===== src/rtl/agusec_resolve_pkg.sv =====
// Shared constants and types for the AGU security-check resolve stage:
// ack index encoding, fault counter width and the per-op check record.
package agusec_resolve_pkg;

  localparam int IDX_C0   = 0;
  localparam int IDX_C1   = 1;
  localparam int IDX_WIDE = 2;

  localparam int CNT_W = 16;
  localparam logic [CNT_W-1:0] CNT_MAX = '1;

  typedef logic [1:0] idx_t;

  // Upstream check results for one op, held in S1 until the select runs.
  typedef struct packed {
    logic [2:0] pos_ack;
    logic [2:0] neg_ack;
    logic [1:0] pos_flip;
    logic [1:0] neg_flip;
    logic       carry;
    logic       neg;
    logic       wide;
    logic       range_ok;
  } chk_t;

  function automatic idx_t ack_idx(input logic carry, input logic wide);
    if (wide) return idx_t'(IDX_WIDE);
    return carry ? idx_t'(IDX_C1) : idx_t'(IDX_C0);
  endfunction

  function automatic logic [CNT_W-1:0] sat_inc(input logic [CNT_W-1:0] v);
    return (v == CNT_MAX) ? v : v + 1'b1;
  endfunction

endpackage


===== src/rtl/agusec_resolve_if.sv =====
// Handshake and status bundle of the resolve stage; master drives the op
// stream and consumes results, slave is the stage itself.
interface agusec_resolve_if
  import agusec_resolve_pkg::*;
#(
  parameter int TAG_W = 9
) ();

  logic             flush;
  logic             in_vld;
  logic             in_rdy;
  logic [TAG_W-1:0] in_tag;
  logic [2:0]       in_pos_ack;
  logic [2:0]       in_neg_ack;
  logic [1:0]       in_pos_flip;
  logic [1:0]       in_neg_flip;
  logic             in_carry;
  logic             in_neg;
  logic             in_wide;
  logic             in_range_ok;

  logic             out_vld;
  logic             out_rdy;
  logic [TAG_W-1:0] out_tag;
  logic             out_ok;
  logic             out_flip;

  logic [CNT_W-1:0] flt_cnt;
  logic             ff_vld;
  logic [TAG_W-1:0] ff_tag;
  logic             ff_clr;

  modport master (
    output flush, in_vld, in_tag, in_pos_ack, in_neg_ack, in_pos_flip,
           in_neg_flip, in_carry, in_neg, in_wide, in_range_ok, out_rdy, ff_clr,
    input  in_rdy, out_vld, out_tag, out_ok, out_flip, flt_cnt, ff_vld, ff_tag
  );

  modport slave (
    input  flush, in_vld, in_tag, in_pos_ack, in_neg_ack, in_pos_flip,
           in_neg_flip, in_carry, in_neg, in_wide, in_range_ok, out_rdy, ff_clr,
    output in_rdy, out_vld, out_tag, out_ok, out_flip, flt_cnt, ff_vld, ff_tag
  );

endinterface


===== src/rtl/agusec_resolve_sel.sv =====
// Combinational ack/flip select: picks the carry-case result matching the
// op's sign, carry and width, then gates it with the range comparator.
module agusec_resolve_sel
  import agusec_resolve_pkg::*;
(
  input  chk_t chk,
  output logic ok,
  output logic flip
);

  idx_t idx;
  logic ack;
  logic flip_raw;

  // NOTE: combinational logic uses blocking assignments; registers use <=.
  always_comb begin
    idx      = ack_idx(chk.carry, chk.wide);
    ack      = chk.neg ? chk.neg_ack[idx] : chk.pos_ack[idx];
    flip_raw = chk.neg ? chk.neg_flip[chk.carry] : chk.pos_flip[chk.carry];
    ok       = ack & chk.range_ok;
    // A wide access never flips, and a failing op reports no flip either.
    flip     = ok & ~chk.wide & flip_raw;
  end

endmodule


===== src/rtl/agusec_resolve.sv =====
// Two-stage resolve pipeline: S1 captures upstream check results, S2 holds
// the selected verdict; also keeps the fault counter and first-fault record.
module agusec_resolve
  import agusec_resolve_pkg::*;
#(
  parameter int TAG_W = 9
) (
  input  logic             clk,
  input  logic             rst,
  agusec_resolve_if.slave  bus
);

  logic             s1_vld;
  logic [TAG_W-1:0] s1_tag;
  chk_t             s1_chk;

  logic             s2_vld;
  logic [TAG_W-1:0] s2_tag;
  logic             s2_ok;
  logic             s2_flip;

  logic [CNT_W-1:0] flt_q;
  logic             ff_vld_q;
  logic [TAG_W-1:0] ff_tag_q;

  logic s2_free;
  logic in_rdy;
  logic in_fire;
  logic s1_adv;
  logic out_fire;
  logic fault;
  logic sel_ok;
  logic sel_flip;

  // NOTE: every output of this block is assigned on every path, so no latch.
  always_comb begin
    s2_free  = ~s2_vld | bus.out_rdy;
    in_rdy   = ~s1_vld | s2_free;
    in_fire  = bus.in_vld & in_rdy & ~bus.flush;
    s1_adv   = s1_vld & s2_free;
    out_fire = s2_vld & bus.out_rdy;
    fault    = out_fire & ~s2_ok;
  end

  // S1 valid: flush wins, a new op refills, an advance empties.
  always_ff @(posedge clk or posedge rst) begin
    if (rst) begin
      s1_vld <= 1'b0;
    end else if (bus.flush) begin
      s1_vld <= 1'b0;
    end else if (in_fire) begin
      s1_vld <= 1'b1;
    end else if (s1_adv) begin
      s1_vld <= 1'b0;
    end
  end

  // NOTE: S1 payload has no reset; it is only consumed behind s1_vld.
  always_ff @(posedge clk) begin
    if (in_fire) begin
      s1_tag <= bus.in_tag;
      s1_chk <= '{pos_ack:  bus.in_pos_ack,
                  neg_ack:  bus.in_neg_ack,
                  pos_flip: bus.in_pos_flip,
                  neg_flip: bus.in_neg_flip,
                  carry:    bus.in_carry,
                  neg:      bus.in_neg,
                  wide:     bus.in_wide,
                  range_ok: bus.in_range_ok};
    end
  end

  agusec_resolve_sel u_sel (
    .chk  (s1_chk),
    .ok   (sel_ok),
    .flip (sel_flip)
  );

  always_ff @(posedge clk or posedge rst) begin
    if (rst) begin
      s2_vld <= 1'b0;
    end else if (bus.flush) begin
      s2_vld <= 1'b0;
    end else if (s1_adv) begin
      s2_vld <= 1'b1;
    end else if (out_fire) begin
      s2_vld <= 1'b0;
    end
  end

  // S2 payload is visible on the outputs, so it is reset to a known 0.
  always_ff @(posedge clk or posedge rst) begin
    if (rst) begin
      s2_tag  <= '0;
      s2_ok   <= 1'b0;
      s2_flip <= 1'b0;
    end else if (s1_adv) begin
      s2_tag  <= s1_tag;
      s2_ok   <= sel_ok;
      s2_flip <= sel_flip;
    end
  end

  always_ff @(posedge clk or posedge rst) begin
    if (rst) begin
      flt_q <= '0;
    end else if (fault) begin
      flt_q <= sat_inc(flt_q);
    end
  end

  // A clear that lands on a faulting handshake re-arms and captures at once.
  always_ff @(posedge clk or posedge rst) begin
    if (rst) begin
      ff_vld_q <= 1'b0;
      ff_tag_q <= '0;
    end else if (fault && (!ff_vld_q || bus.ff_clr)) begin
      ff_vld_q <= 1'b1;
      ff_tag_q <= s2_tag;
    end else if (bus.ff_clr) begin
      ff_vld_q <= 1'b0;
    end
  end

  assign bus.in_rdy   = in_rdy;
  assign bus.out_vld  = s2_vld;
  assign bus.out_tag  = s2_tag;
  assign bus.out_ok   = s2_ok;
  assign bus.out_flip = s2_flip;
  assign bus.flt_cnt  = flt_q;
  assign bus.ff_vld   = ff_vld_q;
  assign bus.ff_tag   = ff_tag_q;

endmodule


===== src/flat_wrapper.sv =====
// flat-port wrapper written by rule: the top's interface ports become plain ports
module agusec_resolve_flat import agusec_resolve_pkg::*;
#(
  parameter int TAG_W = 9
)
  (clk, rst, bus_flush, bus_in_vld, bus_in_tag, bus_in_pos_ack, bus_in_neg_ack, bus_in_pos_flip, bus_in_neg_flip, bus_in_carry, bus_in_neg, bus_in_wide, bus_in_range_ok, bus_out_rdy, bus_ff_clr, bus_in_rdy, bus_out_vld, bus_out_tag, bus_out_ok, bus_out_flip, bus_flt_cnt, bus_ff_vld, bus_ff_tag);
  agusec_resolve_if #(.TAG_W(TAG_W)) bus_i ();
  input  logic clk;
  input  logic rst;
  input wire logic [$bits(bus_i.flush)-1:0] bus_flush;
  input wire logic [$bits(bus_i.in_vld)-1:0] bus_in_vld;
  input wire logic [$bits(bus_i.in_tag)-1:0] bus_in_tag;
  input wire logic [$bits(bus_i.in_pos_ack)-1:0] bus_in_pos_ack;
  input wire logic [$bits(bus_i.in_neg_ack)-1:0] bus_in_neg_ack;
  input wire logic [$bits(bus_i.in_pos_flip)-1:0] bus_in_pos_flip;
  input wire logic [$bits(bus_i.in_neg_flip)-1:0] bus_in_neg_flip;
  input wire logic [$bits(bus_i.in_carry)-1:0] bus_in_carry;
  input wire logic [$bits(bus_i.in_neg)-1:0] bus_in_neg;
  input wire logic [$bits(bus_i.in_wide)-1:0] bus_in_wide;
  input wire logic [$bits(bus_i.in_range_ok)-1:0] bus_in_range_ok;
  input wire logic [$bits(bus_i.out_rdy)-1:0] bus_out_rdy;
  input wire logic [$bits(bus_i.ff_clr)-1:0] bus_ff_clr;
  output wire logic [$bits(bus_i.in_rdy)-1:0] bus_in_rdy;
  output wire logic [$bits(bus_i.out_vld)-1:0] bus_out_vld;
  output wire logic [$bits(bus_i.out_tag)-1:0] bus_out_tag;
  output wire logic [$bits(bus_i.out_ok)-1:0] bus_out_ok;
  output wire logic [$bits(bus_i.out_flip)-1:0] bus_out_flip;
  output wire logic [$bits(bus_i.flt_cnt)-1:0] bus_flt_cnt;
  output wire logic [$bits(bus_i.ff_vld)-1:0] bus_ff_vld;
  output wire logic [$bits(bus_i.ff_tag)-1:0] bus_ff_tag;
  assign bus_i.flush = bus_flush;
  assign bus_i.in_vld = bus_in_vld;
  assign bus_i.in_tag = bus_in_tag;
  assign bus_i.in_pos_ack = bus_in_pos_ack;
  assign bus_i.in_neg_ack = bus_in_neg_ack;
  assign bus_i.in_pos_flip = bus_in_pos_flip;
  assign bus_i.in_neg_flip = bus_in_neg_flip;
  assign bus_i.in_carry = bus_in_carry;
  assign bus_i.in_neg = bus_in_neg;
  assign bus_i.in_wide = bus_in_wide;
  assign bus_i.in_range_ok = bus_in_range_ok;
  assign bus_i.out_rdy = bus_out_rdy;
  assign bus_i.ff_clr = bus_ff_clr;
  assign bus_in_rdy = bus_i.in_rdy;
  assign bus_out_vld = bus_i.out_vld;
  assign bus_out_tag = bus_i.out_tag;
  assign bus_out_ok = bus_i.out_ok;
  assign bus_out_flip = bus_i.out_flip;
  assign bus_flt_cnt = bus_i.flt_cnt;
  assign bus_ff_vld = bus_i.ff_vld;
  assign bus_ff_tag = bus_i.ff_tag;
  agusec_resolve #(.TAG_W(TAG_W)) u_core (.clk(clk), .rst(rst), .bus(bus_i));
endmodule

===== config.mk =====
export PLATFORM = sky130hd
export DESIGN_NAME = agusec_resolve_flat
export DESIGN_NICKNAME = d
export VERILOG_FILES = /design/src/rtl/agusec_resolve_pkg.sv /design/src/rtl/agusec_resolve_if.sv /design/src/rtl/agusec_resolve_sel.sv /design/src/rtl/agusec_resolve.sv /design/src/flat_wrapper.sv
export SDC_FILE = /design/constraint.sdc
export NUM_CORES = 1
export LEC_CHECK = 0
export BUFFER_PORTS_ARGS = -buffer_cell sky130_fd_sc_hd__buf_2
export CAP_MARGIN = 40
export CORE_MARGIN = 2
export CORE_UTILIZATION = 44
export DETAILED_ROUTE_END_ITERATION = 6
export PLACE_DENSITY = 0.7
export SYNTH_ARGS = -nofsm -noshare
export SYNTH_HDL_FRONTEND = slang
export SYNTH_SLANG_ARGS = --single-unit

===== constraint.sdc =====
create_clock -name clk -period 3.8 [get_ports clk]
set_input_delay 0.76 -clock clk [delete_from_list [all_inputs] [get_ports clk]]
set_output_delay 0.76 -clock clk [all_outputs]
set_load 0.02 [all_outputs]

; Word-level counts from Yosys, hierarchy flattened
; Index checks and enable logic that the tools add are counted.
[totals]
ff_bits = 62
latch_bits = 0
ram_bits = 0
romBits = 0
inputBits = 29
output_inout_bits = 39
elab_cells = 66
memories = 0
[op_classes]
addsub = 1
n_mul = 0
div_mod_pow = 0
magnitude_cmp = 2
n_eq_ne = 1
shift = 0
muxes = 22
bitwise = 16
reduce_logical = 7
[op_table]
columns = op, count
row1 = $mux 1, 18
row2 = $add 16x1->16 const B, 1
row3 = $eq 16x16->1 const B, 1
row4 = $and 1x1->1, 8
row5 = $not 1->1, 6
row6 = $reduce_bool 3->1, 2
row7 = $bmux 1 s2, 2
row8 = $mux 2, 2
row9 = $lt 2x3->1 const B, 1
row10 = $lt 1x2->1 const B, 1
row11 = $or 1x1->1, 2
row12 = $reduce_and 2->1, 1
row13 = $reduce_bool 2->1, 1
row14 = $logic_and 1x1->1, 1
row15 = $logic_not 1->1, 1
row16 = $logic_or 1x1->1, 1

; Depth between registers and ports, before layout
; Gate-level depths: netlist of the first run.
[logic_depth]
word_depth = 8
depth_mapped = 5
depth_no_buf = 5

; Hierarchy
; Synthesis of the first run repeated with hierarchy kept, for this count alone.
[unflattened]
hier_cells = 158
hier_area_um2 = 2468.6
[by_module_without_submodules]
columns = mod, n_inst, cells_each, area_each_um2, seq_area_each_um2
row1 = agusec_resolve, 1, 147, 2359.8, 1666.6
row2 = agusec_resolve_sel, 1, 11, 108.9, 0.0

; Least setup slack after synthesis of the first run
; Ideal clock, no wire load.
[synth_timing]
path_kind = input -> register
startpoint = input bus_out_rdy
endpoint = register u_core.s1_chk[0] (netlist bit) (enable)
setup_ps = 382
arrival_time_ps = 1671
required_time_ps = 3418
path_slack_ps = 1747
stages = 3
path_buffers = 0
cell_sequence = nor2b_1 -> nand2_1 -> and3b_1
[synth_via]
elab_chain_cells = 4
[synth_lines]
columns = element, line
row1 = "start, declared", flat_wrapper.sv:21  ; input wire logic [$bits(bus_i.out_rdy)-1:0] bus_out_rdy;
row2 = $or 1x1->1, agusec_resolve.sv:37  ; s2_free = ~s2_vld | bus.out_rdy;
row3 = $or 1x1->1, agusec_resolve.sv:38  ; in_rdy = ~s1_vld | s2_free;
row4 = net bus_in_rdy, flat_wrapper.sv:23  ; output wire logic [$bits(bus_i.in_rdy)-1:0] bus_in_rdy;
row5 = $and 1x1->1 (2 in a row), agusec_resolve.sv:39  ; in_fire = bus.in_vld & in_rdy & ~bus.flush;
row6 = net u_core.in_fire, agusec_resolve.sv:28  ; logic in_fire;
row7 = "end signal, assigned", agusec_resolve.sv:62  ; s1_chk <= '{pos_ack: bus.in_pos_ack,
row8 = "end, declared", agusec_resolve.sv:15  ; chk_t s1_chk;
; The timed path passes the listed nets, and every way through them passes these cells.
; A chain may end at the register's enable or synchronous reset.

; Worst setup path after layout of the first run
[layout_timing]
startpoint = input bus_out_rdy
endpoint = output bus_in_rdy
[layout_via]
elab_chain_cells = 2
[layout_lines]
columns = element, line
row1 = $or 1x1->1, agusec_resolve.sv:37
row2 = $or 1x1->1, agusec_resolve.sv:38
row3 = "end, declared", flat_wrapper.sv:23
; Every way passes these cells.

==> reports/metrics.csv, run 1 <==
metric,value,unit
status,finished clean,
place_ws,1560,ps
ys_top_cells_by_area,"dfrtp_1 39%, edfxtp_1 28%, mux2_2 8.7%",
antenna_left,0,
pwr-share-clk,34.9,%
dp.final_hpwl,3220,um
clock.fmax,0.475,GHz
min_path_type,input pin to asynchronous set/reset pin,
clock-root-buffer,clkbuf_8,
drv_slew,0,
ir_worst_vdd,0.304,mV
final-instance-count-excl-fill,320,
start_kind,input pin,
drt_pass1_iterations,3,
dieArea,0.00623,mm2
layout_common_cells,"67 x buf_2, 39 x dfrtp_1, 23 x edfxtp_1",
worst_hold_slack,429,ps
rr_startpoint,u_core.bus.flt_cnt[0],
final_nets,273,
grt_max_degree,20,
pwr-share-comb,17.4,%
syn2layout_area_growth,27.7,%
syn_area,0.00247,mm2
post_cts_resized,0,
setup_violations,0,
netlist_instances,163,
fp.coreArea,0.00547,mm2
final_util,57.7,%
layout_commonest_cell,buf_2,
placed_area,0.00294,mm2
cp.arrival,1340,ps
cts_buffers,9,
grt_setup_unrepaired,false,
clk_latency,330,ps
p_seq_share,47.7,%
yosysSeqAreaShare,67.4,%
grt_pass1_vias,1544,
relSlewSlack,60.9,%
design_area,0.00316,mm2
drc,0,
setup_tns,0,ps
hold_violations,0,
cts_setup_buffers,0,
cp_max_fo,4,
clkSinkCount,62,
synth_area_leader_cell,dfrtp_1,
synth_warnings,0,
place.gp.congestion,0.742,
antenna_cells,0,
grt_use_total,15.6,%
post-route-period-util,55.4,%
drv_cap,0,
rows,27,
swShare,26.9,%
detail_route.vias_per_cell,4.80,
grt.overflow.total,0,
synth.distinct_cells,35,
tightestPinTransition,587,ps
path_clk_slew,70,ps
cellInternalPower,1.30,mW
p_leak,1.49,nW
synth_top_cell_area_share,39.5,%
skew,9.15,ps
drt_iter0_drc,64,
synth.ff_latch_count,62,
crit_path_end_kind,output pin,
dieWidth,79.0,um
initial_core_util,45.2,%
rrSetupSlack,1780,ps
cts_buffer_depth,2,
antenna_found_initial,0,
setup_slack,1700,ps
routed_wl,4330,um
die_y,79.0,um
r2r_cells,5,
pin_count,68,
switchingPower,479,uW
postCtsHoldBufs,0,
tritoncts,done,
power.total,1.78,mW
cp.required,3040,ps
power_density,563,mW/mm2
drive_gt1_share,45.6,%
post_drt_wl_per_cell,13.5,um
grt_pass1_wl,7290,um
critPathKind,input pin to output pin,
period_minus_slack,2100,ps
dp_cells,304,
syn_nets,193,
syn_area_per_cell,15.2,um2
port_buffers,67,
r2r-end,u_core.bus.flt_cnt[14],
htree_num_levels,3,
vias,1536,
[power groups by stage]
stage | clock (mW) | combinational (mW) | sequential, mW
detailed placement | 0 | 0.312 | 0.863
global placement | 0 | 0.304 | 0.860
global route | 0.667 | 0.337 | 0.864
finish | 0.621 | 0.310 | 0.848
floorplan | 0 | 0.101 | 0.947
CTS | 0.638 | 0.315 | 0.850
[routing by layer]
metal / wire length, um / global-route usage, % / vias to the layer above
li1: - / - / 756
met2: 2180 / 25.7 / 46
met5: 0 / 0 / -
met4: 78 / 7.76 / 0
met3: 215 / 3.98 / 9
met1: 1850 / 19.0 / 725
[final cells by class]
| cell class | instances | area (um2) |
|---|---|---|
| clock inverters | 4 | 70.1 |
| clock buffers | 12 | 145 |
| repair buffers | 70 | 385 |
| well taps | 72 | 90.1 |
| multi-input cells | 95 | 782 |
| inverters | 5 | 18.8 |
| flip-flops and latches | 62 | 1670 |
| fillers | 484 | 2310 |
[flip-flops by register name, summed over array words and instances, names as in the netlist]
signal               flops
u_core.bus.out_ok        1
u_core.bus.out_tag       9
u_core.s1_chk           14
u_core.s1_tag            9
u_core.bus.out_flip      1
u_core.bus.out_vld       1
u_core.bus.flt_cnt      16
u_core.bus.ff_vld        1
u_core.bus.ff_tag        9
u_core.s1_vld            1
[how the worst max path moves through the flow]
stage                            from                      to  cells past startpoint
after CTS                 bus_out_rdy              bus_in_rdy                      4
after global placement    bus_out_rdy        u_core.s1_tag[3]                      4
after global routing      bus_out_rdy              bus_in_rdy                      4
after floorplan           bus_out_rdy        u_core.s1_chk[0]                      3
after detailed placement  bus_out_rdy  u_core.bus.flt_cnt[14]                      5
final                     bus_out_rdy              bus_in_rdy                      4
[worst max-delay path, stage by stage]
cell and delay [ps]:
buf_2 120, nor2b_1 200, nand2_1 90, buf_2 170
[cells in the mapped netlist]
cell type and instances:
dfrtp_1 39, edfxtp_1 23, mux2_2 19, nand2_1 12, xor2_1 10, nor3_1 7, nor2_1 6, inv_1 5
nand3_1 4, mux2_1 3, nand4_1 3, nor4_1 3, a21oi_1 2, and3b_1 2, mux4_2 2, nand2b_1 2
nor3_2 2, o21ai_0 2, a21o_1 1, a21oi_2 1, and3_1 1, buf_2 1, ha_1 1, mux2i_1 1
nand3b_4 1, nand4_4 1, nand4b_1 1, nor2_2 1, nor2b_1 1, nor4_4 1, nor4b_1 1, o211ai_1 1
or3_1 1, or4_4 1, xnor2_1 1
[kinds of logic (layout without fill, tap and decap cells)]
logic type	Yosys count	in the layout	synth area share [%]
adders and majority gates	1	1	0.506
and+or+nand+nor	51	51	13.2
muxes	25	25	12.2
buffers and inverters	6	91	0.961
AOI/OAI and AO/OA	7	7	1.77
DFF	62	62	67.4
xor gates and xnor gates	11	11	3.90
No activity file was read; power rests on OpenSTA's default activity.
==> inputs of run 2 (changes only) <==
Settings changed: PLACE_DENSITY 0.7 to 0.73.
Clock period 3.8 ns to 1.7 ns, I/O delays scaled along.
==> reports/metrics.csv, run 2 (synthesized netlist as in run 1, its figures left out) <==
metric,value,unit
status,"finished, violations left",
violations,negative setup slack,
htree_num_levels,3,
p_leak,1.60,nW
die_y,79.0,um
post_drt_wl_per_cell,14.0,um
clock.fmax,0.580,GHz
cts_buffer_depth,2,
antenna_cells,0,
antenna_found_initial,0,
tightestPinTransition,518,ps
path_cells,"ha_4, nand4_4, or4_4, nor3_4, mux2_4",
clk_latency,330,ps
ir_worst_vdd,0.537,mV
post-route-period-util,101,%
skew,6.47,ps
cp.arrival,1940,ps
drive_gt1_share,55.5,%
fp.coreArea,0.00547,mm2
pin_count,68,
worst_hold_slack,122,ps
routed_wl,4840,um
worst_path_max_delay_cell,or4_4,
n_fill_cell,455,
cp.required,1910,ps
grt_max_degree,40,
layout_common_cells,"67 x buf_2, 32 x dfrtp_1, 30 x buf_4",
crit_path_end_kind,flip-flop,
postCtsHoldBufs,0,
detail_route.vias_per_cell,4.92,
start_kind,flip-flop,
largest_reg_flops,16,
grt.overflow.total,0,
grt_setup_unrepaired,true,
drt_pass1_iterations,5,
grt_pass1_vias,1715,
rows,27,
power.total,3.79,mW
path_clk_slew,70,ps
cp_max_fo,2,
drc,0,
tritoncts,done,
relSlewSlack,65.5,%
critPathKind,flip-flop to flip-flop,
final_nets,300,
dieArea,0.00623,mm2
drt_iter0_drc,74,
clkSinkCount,62,
dieWidth,79.0,um
power_density,1140,mW/mm2
syn2layout_area_growth,34.4,%
drv_cap,0,
initial_core_util,45.2,%
grt_use_total,16.4,%
place_ws,-61.0,ps
dp.final_hpwl,3520,um
critical_path.max_stage_delay,560,ps
min_path_type,input pin to asynchronous set/reset pin,
cts_buffers,9,
period_minus_slack,1730,ps
setup_violations,1,
hold_violations,0,
vias,1701,
place.gp.congestion,0.823,
grt_pass1_wl,7660,um
port_buffers,67,
layout_commonest_cell,buf_2,
antenna_left,0,
setup_slack,-25.4,ps
drv_slew,0,
clock-root-buffer,clkbuf_8,
## run 2: worst max-delay path, delay by kind of cell, from the launching register on
family / cells / cell delay, ps
and+or+nand+nor: 3 / 760
muxes: 1 / 310
DFF: 1 / 390
adders and majority gates: 1 / 150
## run 2: path summary, 6_finish.rpt
check | start | cells after the start | end | slack (ps)
worst max-delay path | u_core.bus.flt_cnt[0] | 5 | u_core.bus.flt_cnt[14] | -30
worst min-delay path | rst | 3 | u_core.bus.flt_cnt[12] | 120
worst max register to register | u_core.bus.flt_cnt[0] | 5 | u_core.bus.flt_cnt[14] | -30
worst min register to register | u_core.s1_tag[1] | 1 | u_core.bus.out_tag[1] | 480
max in group asynchronous | rst | 3 | u_core.bus.flt_cnt[1] | 1190
min in group clk | bus_in_tag[7] | 1 | u_core.s1_tag[7] | 180
## run 2: power breakdown
group	total [mW]	leakage [nW]	switching [mW]	internal, mW
clock network	1.05	0.0817	0.540	0.510
registers	1.88	0.694	0.126	1.76
logic	0.861	0.820	0.459	0.402
total	3.79	1.60	1.13	2.67
## run 2: cell type report
class                   instances  area (um2)  area share [%]
flip-flops and latches         62        1680            50.4
multi-input cells              95         823            24.8
repair buffers                 97         561            16.9
clock buffers                  10         128            3.84
well taps                      72        90.1            2.71
clock inverters                 5        27.5           0.828
inverters                       5        18.8           0.565
## run 2: per-stage QoR
step / TNS, ps / std cells / area, um2 / utilization, %
finish: -25.4 / 346 / 3320 / 60.7
global route: -488 / 346 / 3320 / 60.7
CTS: -50.2 / 344 / 3280 / 60.0
detailed placement: -251 / 328 / 3120 / 57.0
global placement: -29.9 / 328 / 3120 / 57.0
floorplan: -243 / 163 / 2490 / -
## run 2: repair_timing
action                                  4_1_cts  5_1_grt
gates resized for setup                       1        5
buffers inserted                              1        2
pin swaps                                     5        5
hold endpoints to repair                      0        0
endpoints found under the setup margin        8        9
## run 2: layer usage
metal / track usage, % / part of all wire [%] / vias up
met5: 0 / 0 / -
met4: 8.28 / 1.2 / 0
met3: 4.66 / 5.5 / 7
met2: 27.9 / 51 / 51
met1: 18.8 / 42 / 837
li1: - / - / 806
==> inputs of run 3 (changes only) <==
Settings changed: PLACE_DENSITY 0.73 to 0.75, SKIP_LAST_GASP from default to 1.
==> reports/metrics.csv, run 3 (synthesized netlist as in run 1, its figures left out) <==
metric,value,unit
power.total,3.84,mW
grt_setup_unrepaired,true,
design_area,0.00331,mm2
min_path_type,input pin to asynchronous set/reset pin,
drv_slew,0,
grt_pass1_wl,8000,um
skew,9.55,ps
place.gp.congestion,0.813,
power_density,1160,mW/mm2
initial_core_util,45.2,%
tritoncts,done,
path_clk_slew,70,ps
period_minus_slack,1730,ps
rows,27,
ir_worst_vdd,0.610,mV
fp.coreArea,0.00547,mm2
tightestPinTransition,499,ps
grt_use_total,17.3,%
violations,negative setup slack,
cts_buffer_depth,2,
start_kind,flip-flop,
drv_cap,0,
setup_violations,1,
post-route-period-util,102,%
dieArea,0.00623,mm2
pin_count,68,
clk_latency,340,ps
htree_num_levels,3,
rrSetupSlack,-30,ps
cp_max_fo,2,
antenna_found_initial,0,
drive_gt1_share,55.2,%
grt_max_degree,40,
place_ws,-55.3,ps
status,"finished, violations left",
drt_pass1_iterations,4,
p_leak,1.57,nW
layout_common_cells,"67 x buf_2, 32 x dfrtp_1, 23 x edfxtp_1",
hold_violations,0,
cp.arrival,1960,ps
crit_path_end_kind,flip-flop,
clock-root-buffer,clkbuf_8,
clock.fmax,0.577,GHz
dp.final_hpwl,3570,um
rr_startpoint,u_core.bus.flt_cnt[1],
dieWidth,79.0,um
critPathKind,flip-flop to flip-flop,
cp.required,1920,ps
drc,0,
port_buffers,67,
grt.overflow.total,0,
post_drt_wl_per_cell,14.5,um
r2r-end,u_core.bus.flt_cnt[14],
detail_route.vias_per_cell,4.94,
final_nets,293,
placed_area,0.00309,mm2
largest_reg_flops,16,
routed_wl,4930,um
antenna_cells,0,
vias,1678,
r2r_cells,5,
relSlewSlack,66.8,%
postCtsHoldBufs,0,
syn2layout_area_growth,33.9,%
grt_pass1_vias,1736,
setup_slack,-32.9,ps
clkSinkCount,62,
final_util,60.5,%
layout_commonest_cell,buf_2,
cts_buffers,9,
die_y,79.0,um
drt_iter0_drc,57,
antenna_left,0,
run 3: how the worst max path moves through the flow:
| stage | end | cells past startpoint | from | slack (ps) |
|---|---|---|---|---|
| after global placement | u_core.bus.flt_cnt[14] | 5 | u_core.bus.flt_cnt[1] | -20 |
| after CTS | u_core.bus.flt_cnt[14] | 5 | u_core.bus.flt_cnt[0] | -60 |
| after global routing | u_core.bus.flt_cnt[14] | 5 | u_core.bus.flt_cnt[0] | -90 |
| final | u_core.bus.flt_cnt[14] | 5 | u_core.bus.flt_cnt[1] | -30 |
| after detailed placement | u_core.bus.flt_cnt[14] | 5 | u_core.bus.flt_cnt[1] | -60 |
| after floorplan | u_core.bus.flt_cnt[14] | 5 | u_core.bus.flt_cnt[0] | -210 |
run 3: critical path, stage by stage, from the launching register on:
cell and delay [ps]:
dfrtp_2 390, ha_4 150, nand4_4 60, or4_4 570, nor3_4 140, mux2_4 310
run 3: timing repair:
item,in CTS,in global routing
hold endpoints to repair,0,0
pin swaps,4,8
resized for setup,0,9
buffers inserted,0,2
setup endpoints to repair,3,33
run 3: through the flow:
stage / std cells / hold WS, ps / setup TNS, ps
2_1_floorplan: 163 / 406 / -243
3_3_place_gp: 322 / 457 / -22.5
3_5_place_dp: 322 / 470 / -58.4
4_1_cts: 338 / 115 / -62.5
5_1_grt: 340 / 157 / -266
6_report: 340 / 104 / -32.9
run 3: area by class of cell:
class,count,area [um2]
Tap cell,72,90.1
Fill cell,449,2160
Multi-Input combinational cell,95,837
Clock inverter,4,23.8
Sequential cell,62,1680
Timing Repair Buffer,90,520
Clock buffer,12,145
Inverter,5,18.8
run 3: metal layers:
metal  GRT usage (%)  part of all wire, %  vias up  wire (um)
met5               0                    0        -          0
met2            29.2                   55       44       2720
met3            3.98                  4.4        8        218
met4            10.3                  1.7        0         84
met1            20.0                   39      834       1900
li1                -                    -      792          -
run 3: where the power goes:
group / total (mW) / internal (mW) / switching [mW]
sequential: 1.88 / 1.76 / 0.128
combinational: 0.838 / 0.377 / 0.461
clock: 1.12 / 0.564 / 0.552
